File: src/rtl/config_ctrl.sv
// config_ctrl: decodes FIFO command words into FIR coefficient writes and the fir_open enable.
module config_ctrl #(
  parameter int DATA_W   = 4,
  parameter int COEF_W   = 4,
  parameter int NUM_TAPS = 2,
  parameter int ADDR_W   = 1
) (
  input  logic                         clk,
  input  logic                         rstn,
  input  logic [DATA_W-1:0]            in,
  input  logic                         empty,
  output logic                         rd_en,
  output logic [NUM_TAPS*COEF_W-1:0]   coef,
  output logic                         fir_open,
  output logic                         coef_upd,
  output logic [ADDR_W-1:0]            upd_addr,
  output logic                         addr_err,
  output logic                         busy
);
  typedef enum logic {IDLE, WAIT_DATA} state_t;
  state_t state, state_d;
  logic [ADDR_W-1:0] pend_addr;
  logic [COEF_W-1:0] coef_r [NUM_TAPS];
  logic [1:0] op;
  logic wr, err, latch, open_d;
  assign op = in[DATA_W-1 -: 2];
  assign rd_en = ~empty;
  assign busy = state == WAIT_DATA;
  for (genvar k = 0; k < NUM_TAPS; k++) begin : g_pack
    assign coef[k*COEF_W +: COEF_W] = coef_r[k];
  end
  always_comb begin
    state_d = state;
    wr = 1'b0;
    err = 1'b0;
    latch = 1'b0;
    open_d = fir_open;
    if (!empty && state == IDLE) begin
      latch = op == 2'b01;
      state_d = latch ? WAIT_DATA : IDLE;
      open_d = op == 2'b10 ? 1'b1 : op == 2'b00 ? fir_open : 1'b0;
    end else if (!empty) begin
      // the data word is never opcode-decoded, whatever its top bits hold
      state_d = IDLE;
      wr = int'(pend_addr) < NUM_TAPS;
      err = !wr;
    end
  end
  always_ff @(posedge clk or negedge rstn) begin
    if (!rstn) begin
      state <= IDLE;
      fir_open <= 1'b0;
      coef_upd <= 1'b0;
      addr_err <= 1'b0;
      upd_addr <= '0;
      pend_addr <= '0;
      for (int i = 0; i < NUM_TAPS; i++) coef_r[i] <= '0;
    end else begin
      state <= state_d;
      fir_open <= open_d;
      coef_upd <= wr;
      addr_err <= err;
      if (latch) pend_addr <= in[ADDR_W-1:0];
      if (wr) upd_addr <= pend_addr;
      for (int i = 0; i < NUM_TAPS; i++)
        if (wr && int'(pend_addr) == i) coef_r[i] <= in[COEF_W-1:0];
    end
  end
endmodule
File: config.mk
export PLATFORM = sky130hd
export DESIGN_NAME = config_ctrl
export DESIGN_NICKNAME = d
export VERILOG_FILES = /design/src/rtl/config_ctrl.sv
export SDC_FILE = /design/constraint.sdc
export NUM_CORES = 1
export LEC_CHECK = 0
export BUFFER_PORTS_ARGS = -buffer_cell sky130_fd_sc_hd__buf_4
export CAP_MARGIN = 20
export CORE_UTILIZATION = 25
export DETAILED_ROUTE_END_ITERATION = 10
export GPL_TIMING_DRIVEN = 0
export PLACE_DENSITY_LB_ADDON = 0.12
export SYNTH_ARGS = -nofsm -noshare
export SYNTH_HDL_FRONTEND = slang
export SYNTH_SLANG_ARGS = --single-unit
File: constraint.sdc
create_clock -name clk -period 1.55 [get_ports clk]
set_clock_uncertainty 0.1 [all_clocks]
set_input_delay 0 -clock clk [delete_from_list [all_inputs] [get_ports clk]]
set_output_delay 0 -clock clk [all_outputs]
set_load 0.01 [all_outputs]
==> results.md, run 1 <==
- Syn-to-layout area delta: 53.4%
- DRC violations left: 0
- Placer Congestion: approximately 0.65
- Yosys warns: 0
- DR WL/cell: 11.0 µm
- Setup crit start: busy
- Die Height: slightly below 50 µm
- Endpoints failing hold: 0
- CP Data Required Time: around 1.6 ns
- Critical Path AT: 1.47 ns
- TritonCTS clock tree: done
- Hold Startpoint: coef[2]
- R2R cell count: 2
- CTS Buffer Depth: 2
- Peak supply drop: around 0.52 mV
- Iteration-0 DRC Markers: 3
- Total die area: approximately 2300 µm²
- Finished Core Util: 0.410
- Leak: just under 0.0004 µW
- Yosys reg bits: 13
- CTS sink count: 13
- Vias per Instance: 4.12
- DR pass1 iterations: 2
- Synth top area share: 0.615
- Final nets: 74
- WP depth: 2
- Yosys top cell by area: dfrtp_1
- Endpoints failing setup: 0
- Hold-critical path depth: 1
- Hold WS: approximately 0.41 ns
- GRT Resource Usage Total: 0.106
- R2r setup slk: 0.14 ns
- Post-Syn Nets: between 40 and 50
- Initial core utilization: 0.267
- Io pins: 21
- CTS Buf Count: 3
- Worst reg2reg path endpoint: coef[1]
- Reg-to-Reg Start: busy
- Die X: 48.0 µm
- Syn_area_per_cell: roughly 15 µm²
- Pin count of the biggest net entering global routing: 9
- H-tree Lvls: 1
- Worst path cell trace: nor3b_4, mux2_2
- Most frequent cells in the layout: buf_4 (20), dfrtp_1 (13), mux2_2 (9)
- Unrepaired setup endpoints after global routing: false
- CP max FO: 8
- P per Cell Area: approximately 1400 nW/µm²
- First-pass GRT wire length: between 1.5 and 2 mm
- CP Class: reg2reg
- Final period util: 0.911
- Status: complete, no violations
- CTS clk-pin slew, worst paths: 0.07 ns
- Fin crit period: 1.41 ns
- CTS resizes: 0
- N_diodes: 0
- Most common cell after layout, fill and taps aside: buf_4
- Core Region: just under 2000 µm²
- Post-Syn Instances: 35
- Hold Path Class: reg2reg
- Distinct cells, synth: 13
- Drt total wl: about 1.0 mm
- Overflow after GRT: 0
- Cts hold-fix bufs: 8
- Initial antenna violation count: 0
- CP peak stage delay: 0.49 ns
- Fillers: slightly above 200
- Share of layout cells above drive strength 1: 0.530
- Setup TNS: 0 ns
- Postcts setup bufs: 0
- CP Capture Type: flop
- Vias post-DR: ~380
- CP max stage cell: dfrtp_1
- Max Clock Freq: about 710 MHz
- Largest cells by area after synthesis: dfrtp_1 (61%), mux2_2 (19%), nor3b_4 (3.5%), nor4b_2 (2.8%), inv_1 (2.1%)
- Worst setup SP type: flop
- WP buf/inv: 0
- Sequential-to-total area share from yosys stat: 0.615
- Clk Latency, worst-skew pair: 0.27 ns
- Vias in the first global route: ~340
- Rows: 16
- Worst Hold End: coef[2]
- Post-Syn Area: 529 µm²
- CP top delay family: flip-flops
- Slew Limit Fails: 0
- Max-cap violations: 0
- Port Buffers: 19
- Post-DRT Antenna Nets: 0
- CTS root buf: clkbuf_4
==> cells by family after synthesis <==
| logic type | synth area share |
|---|---|
| DFF | 0.615 |
| muxes | 0.191 |
| and+or+nand+nor | 0.106 |
| buffers and inverters | 0.0355 |
| AOI/OAI and AO/OA | 0.0449 |
| other | 0.00709 |
==> where the power goes <==
group          internal (µW)  leakage (µW)  switching, µW
logic                    247      0.000216            146
registers                456      0.000159           65.8
clock network           99.7     0.0000150            103
==> metal layers <==
metal | up-vias | part of all wire | track usage
met2 | 14 | 0.46 | 0.143
met5 | - | 0 | 0
met1 | 184 | 0.46 | 0.131
met3 | 2 | 0.064 | 0.0679
met4 | 0 | 0.013 | 0.0500
li1 | 183 | - | -
==> cells in the mapped netlist <==
cell type	count
nor3b_1	1
conb_1	1
o32a_1	1
buf_4	1
nand3b_1	1
mux2_2	9
dfrtp_1	13
a21o_2	1
o21ai_0	1
nor4b_2	1
nor3b_4	1
inv_1	3
and2b_1	1
==> through the flow <==
stage / instances / cell area, µm² / total power (µW) / worst slack, ns
2_1_floorplan: 35 / 529 / 693 / 0.220
3_3_place_gp: 81 / 706 / 908 / 0.137
3_5_place_dp: 81 / 706 / 914 / 0.135
4_1_cts: 93 / 812 / 1140 / 0.118
5_1_grt: 93 / 812 / 1210 / 0.0658
6_report: 93 / 812 / 1120 / 0.138
==> flip-flops by register name, indices dropped and copies added (netlist names) <==
signal and count:
coef 8, coef_upd 1, busy 1, fir_open 1, upd_addr 1, pend_addr 1
==> final cells by class <==
cell class | count | area, µm² | area share
Tap cell | 27 | 33.8 | 0.0416
Multi-Input combinational cell | 18 | 185 | 0.228
Buffer | 1 | 7.51 | 0.00924
Inverter | 3 | 11.3 | 0.0139
Timing Repair Buffer | 27 | 223 | 0.274
Clock buffer | 4 | 26.3 | 0.0324
Sequential cell | 13 | 325 | 0.401
==> worst max path at each step <==
stage	to	slack [ns]
floorplan	coef[0]	0.22
global placement	coef[0]	0.14
detailed placement	coef[1]	0.14
CTS	coef[1]	0.12
global route	coef[2]	0.07
finish	coef[1]	0.14
Note: power is estimated with default switching activity, not from simulation.
==> run 2, diff against run 1 <==
--- a/config.mk
+++ b/config.mk
@@ -10,7 +10,7 @@
 export CORE_UTILIZATION = 25
 export DETAILED_ROUTE_END_ITERATION = 10
 export GPL_TIMING_DRIVEN = 0
-export PLACE_DENSITY_LB_ADDON = 0.12
+export PLACE_DENSITY = 0.58
 export SYNTH_ARGS = -nofsm -noshare
 export SYNTH_HDL_FRONTEND = slang
 export SYNTH_SLANG_ARGS = --single-unit
==> results.md, run 2 (same netlist as run 1, synthesis figures left out) <==
- Share of layout cells above drive strength 1: 0.538
- Total die area: approximately 2300 µm²
- Vias in the first global route: roughly 370
- Vias per Instance: 4.09
- Met2 Usage GRT: 0.170
- Dpl ws: 0.161 ns
- TritonCTS clock tree: done
- H-tree Lvls: 1
- Layer with the highest usage: met2
- Initial antenna violation count: 0
- Max-cap violations: 0
- CTS root buf: clkbuf_4
- Most frequent cells in the layout: buf_4 (20), dfrtp_1 (13), mux2_2 (9)
- CP peak stage delay: 0.48 ns
- Worst setup margin: about 0.17 ns
- Iteration-0 DRC Markers: 4
- Fillers: 188
- Core Region: slightly below 2000 µm²
- N_diodes: 0
- Initial core utilization: 0.267
- Die Height: 48.0 µm
- Final Non-Filler Cells: 92
- Placed cells: between 80 and 90
- Max Clock Freq: a little over 700 MHz
- Leak: 0.000386 µW
- Finished Cell Area: 802 µm²
- Relative slew margins: 0.622
- CP Data Required Time: ~1.6 ns
- Met3 GRT Util: 0.0226
- DR WL/cell: about 11 µm
- Status: complete, no violations
- Io pins: 21
- Setup TNS: 0 ns
- CTS resizes: 0
- Hold Path Class: in2reg
- P per Cell Area: 1400 nW/µm²
- CP Class: reg2reg
- Clk Latency, worst-skew pair: 0.28 ns
- Final period util: 0.893
- Slew Limit Fails: 0
- Die X: about 48 µm
- GRT Resource Usage Total: 0.0995
- Syn-to-layout area delta: 51.5%
- Critical Path AT: roughly 1.5 ns
- Flip-flop and latch area: 325 µm²
- CP max stage cell: dfrtp_1
- Endpoints failing setup: 0
- Worst path cell trace: nor3b_4, mux2_2
- Drt total wl: just under 1 mm
- Unrepaired setup endpoints after global routing: false
- CP max FO: 8
- Most common cell after layout, fill and taps aside: buf_4
- Vias post-DR: roughly 380
- Pin count of the biggest net entering global routing: 14
- Peak supply drop: approximately 0.43 mV
- Rows: 16
- Endpoints failing hold: 0
- Placer Congestion: around 0.64
- Largest register FFs: 8
- Fin crit period: roughly 1.4 ns
- Overflow after GRT: 0
- DR pass1 iterations: 3
- Final nets: 73
- GR Util met1: 0.0952
- Worst-Margin Slew: 0.565 ns
- Cell Area, Placed: around 710 µm²
- CTS sink count: 13
- CTS Buf Count: 3
- DRC violations left: 0
- First-pass GRT wire length: 1.48 mm
- Area of the multi-input gates: approximately 190 µm²
- Worst setup SP type: flop
- CTS Buffer Depth: 2
- Port Buffers: 19
- CTS clk-pin slew, worst paths: 0.08 ns
- CP Capture Type: flop
- Post-DRT Antenna Nets: 0
- Hold WS: 0.408 ns
run 2: cell count changes in the layout (fill, tap and decap cells not counted):
cell,change
dlygate4sd3_1,-1
run 2: layer usage:
| layer | vias to the layer above | wire length [µm] |
|---|---|---|
| li1 | 178 | - |
| met1 | 180 | 379 |
| met2 | 13 | 502 |
| met3 | 5 | 47 |
| met4 | 0 | 40 |
| met5 | - | 0 |
run 2: final timing paths:
kind	startpoint	slack, ns	endpoint	cells after the start
setup reg to reg	busy	0.17	coef[0]	2
max in group asynchronous	rstn	0.30	coef[4]	3
setup / recovery	busy	0.17	coef[0]	2
min in group asynchronous	rstn	0.68	coef[2]	3
hold / removal	in[1]	0.41	coef[5]	3
hold reg to reg	coef[1]	0.41	coef[1]	1
run 2: cell type report:
cell class | count | share of cell area
Multi-Input combinational cell | 18 | 0.231
Timing Repair Buffer | 26 | 0.265
Buffer | 1 | 0.00936
Tap cell | 27 | 0.0421
Clock buffer | 4 | 0.0328
Inverter | 3 | 0.0140
Sequential cell | 13 | 0.406
run 2: through the flow:
step	power (µW)	utilization
after floorplan	693	-
after global placement	902	0.356
after detailed placement	910	0.356
after CTS	1140	0.405
after global routing	1210	0.405
final	1120	0.405
run 2: power breakdown:
group	internal (µW)	switching [µW]	leakage, µW	total [µW]
clock network	100	117	0.0000150	217
registers	455	60.7	0.000159	516
logic	245	147	0.000211	392
total	801	324	0.000386	1120
run 2: critical path: cells and delay by family (launching register included):
kind	cells	cell delay [ns]
DFF	1	0.48
muxes	1	0.37
and+or+nand+nor	1	0.32
run 2: repair_timing:
action                                 in CTS  in global routing
setup buffers                               0                  0
setup endpoints to repair                   0                  0
hold buffers                                7                  0
endpoints found under the hold margin      25                  0
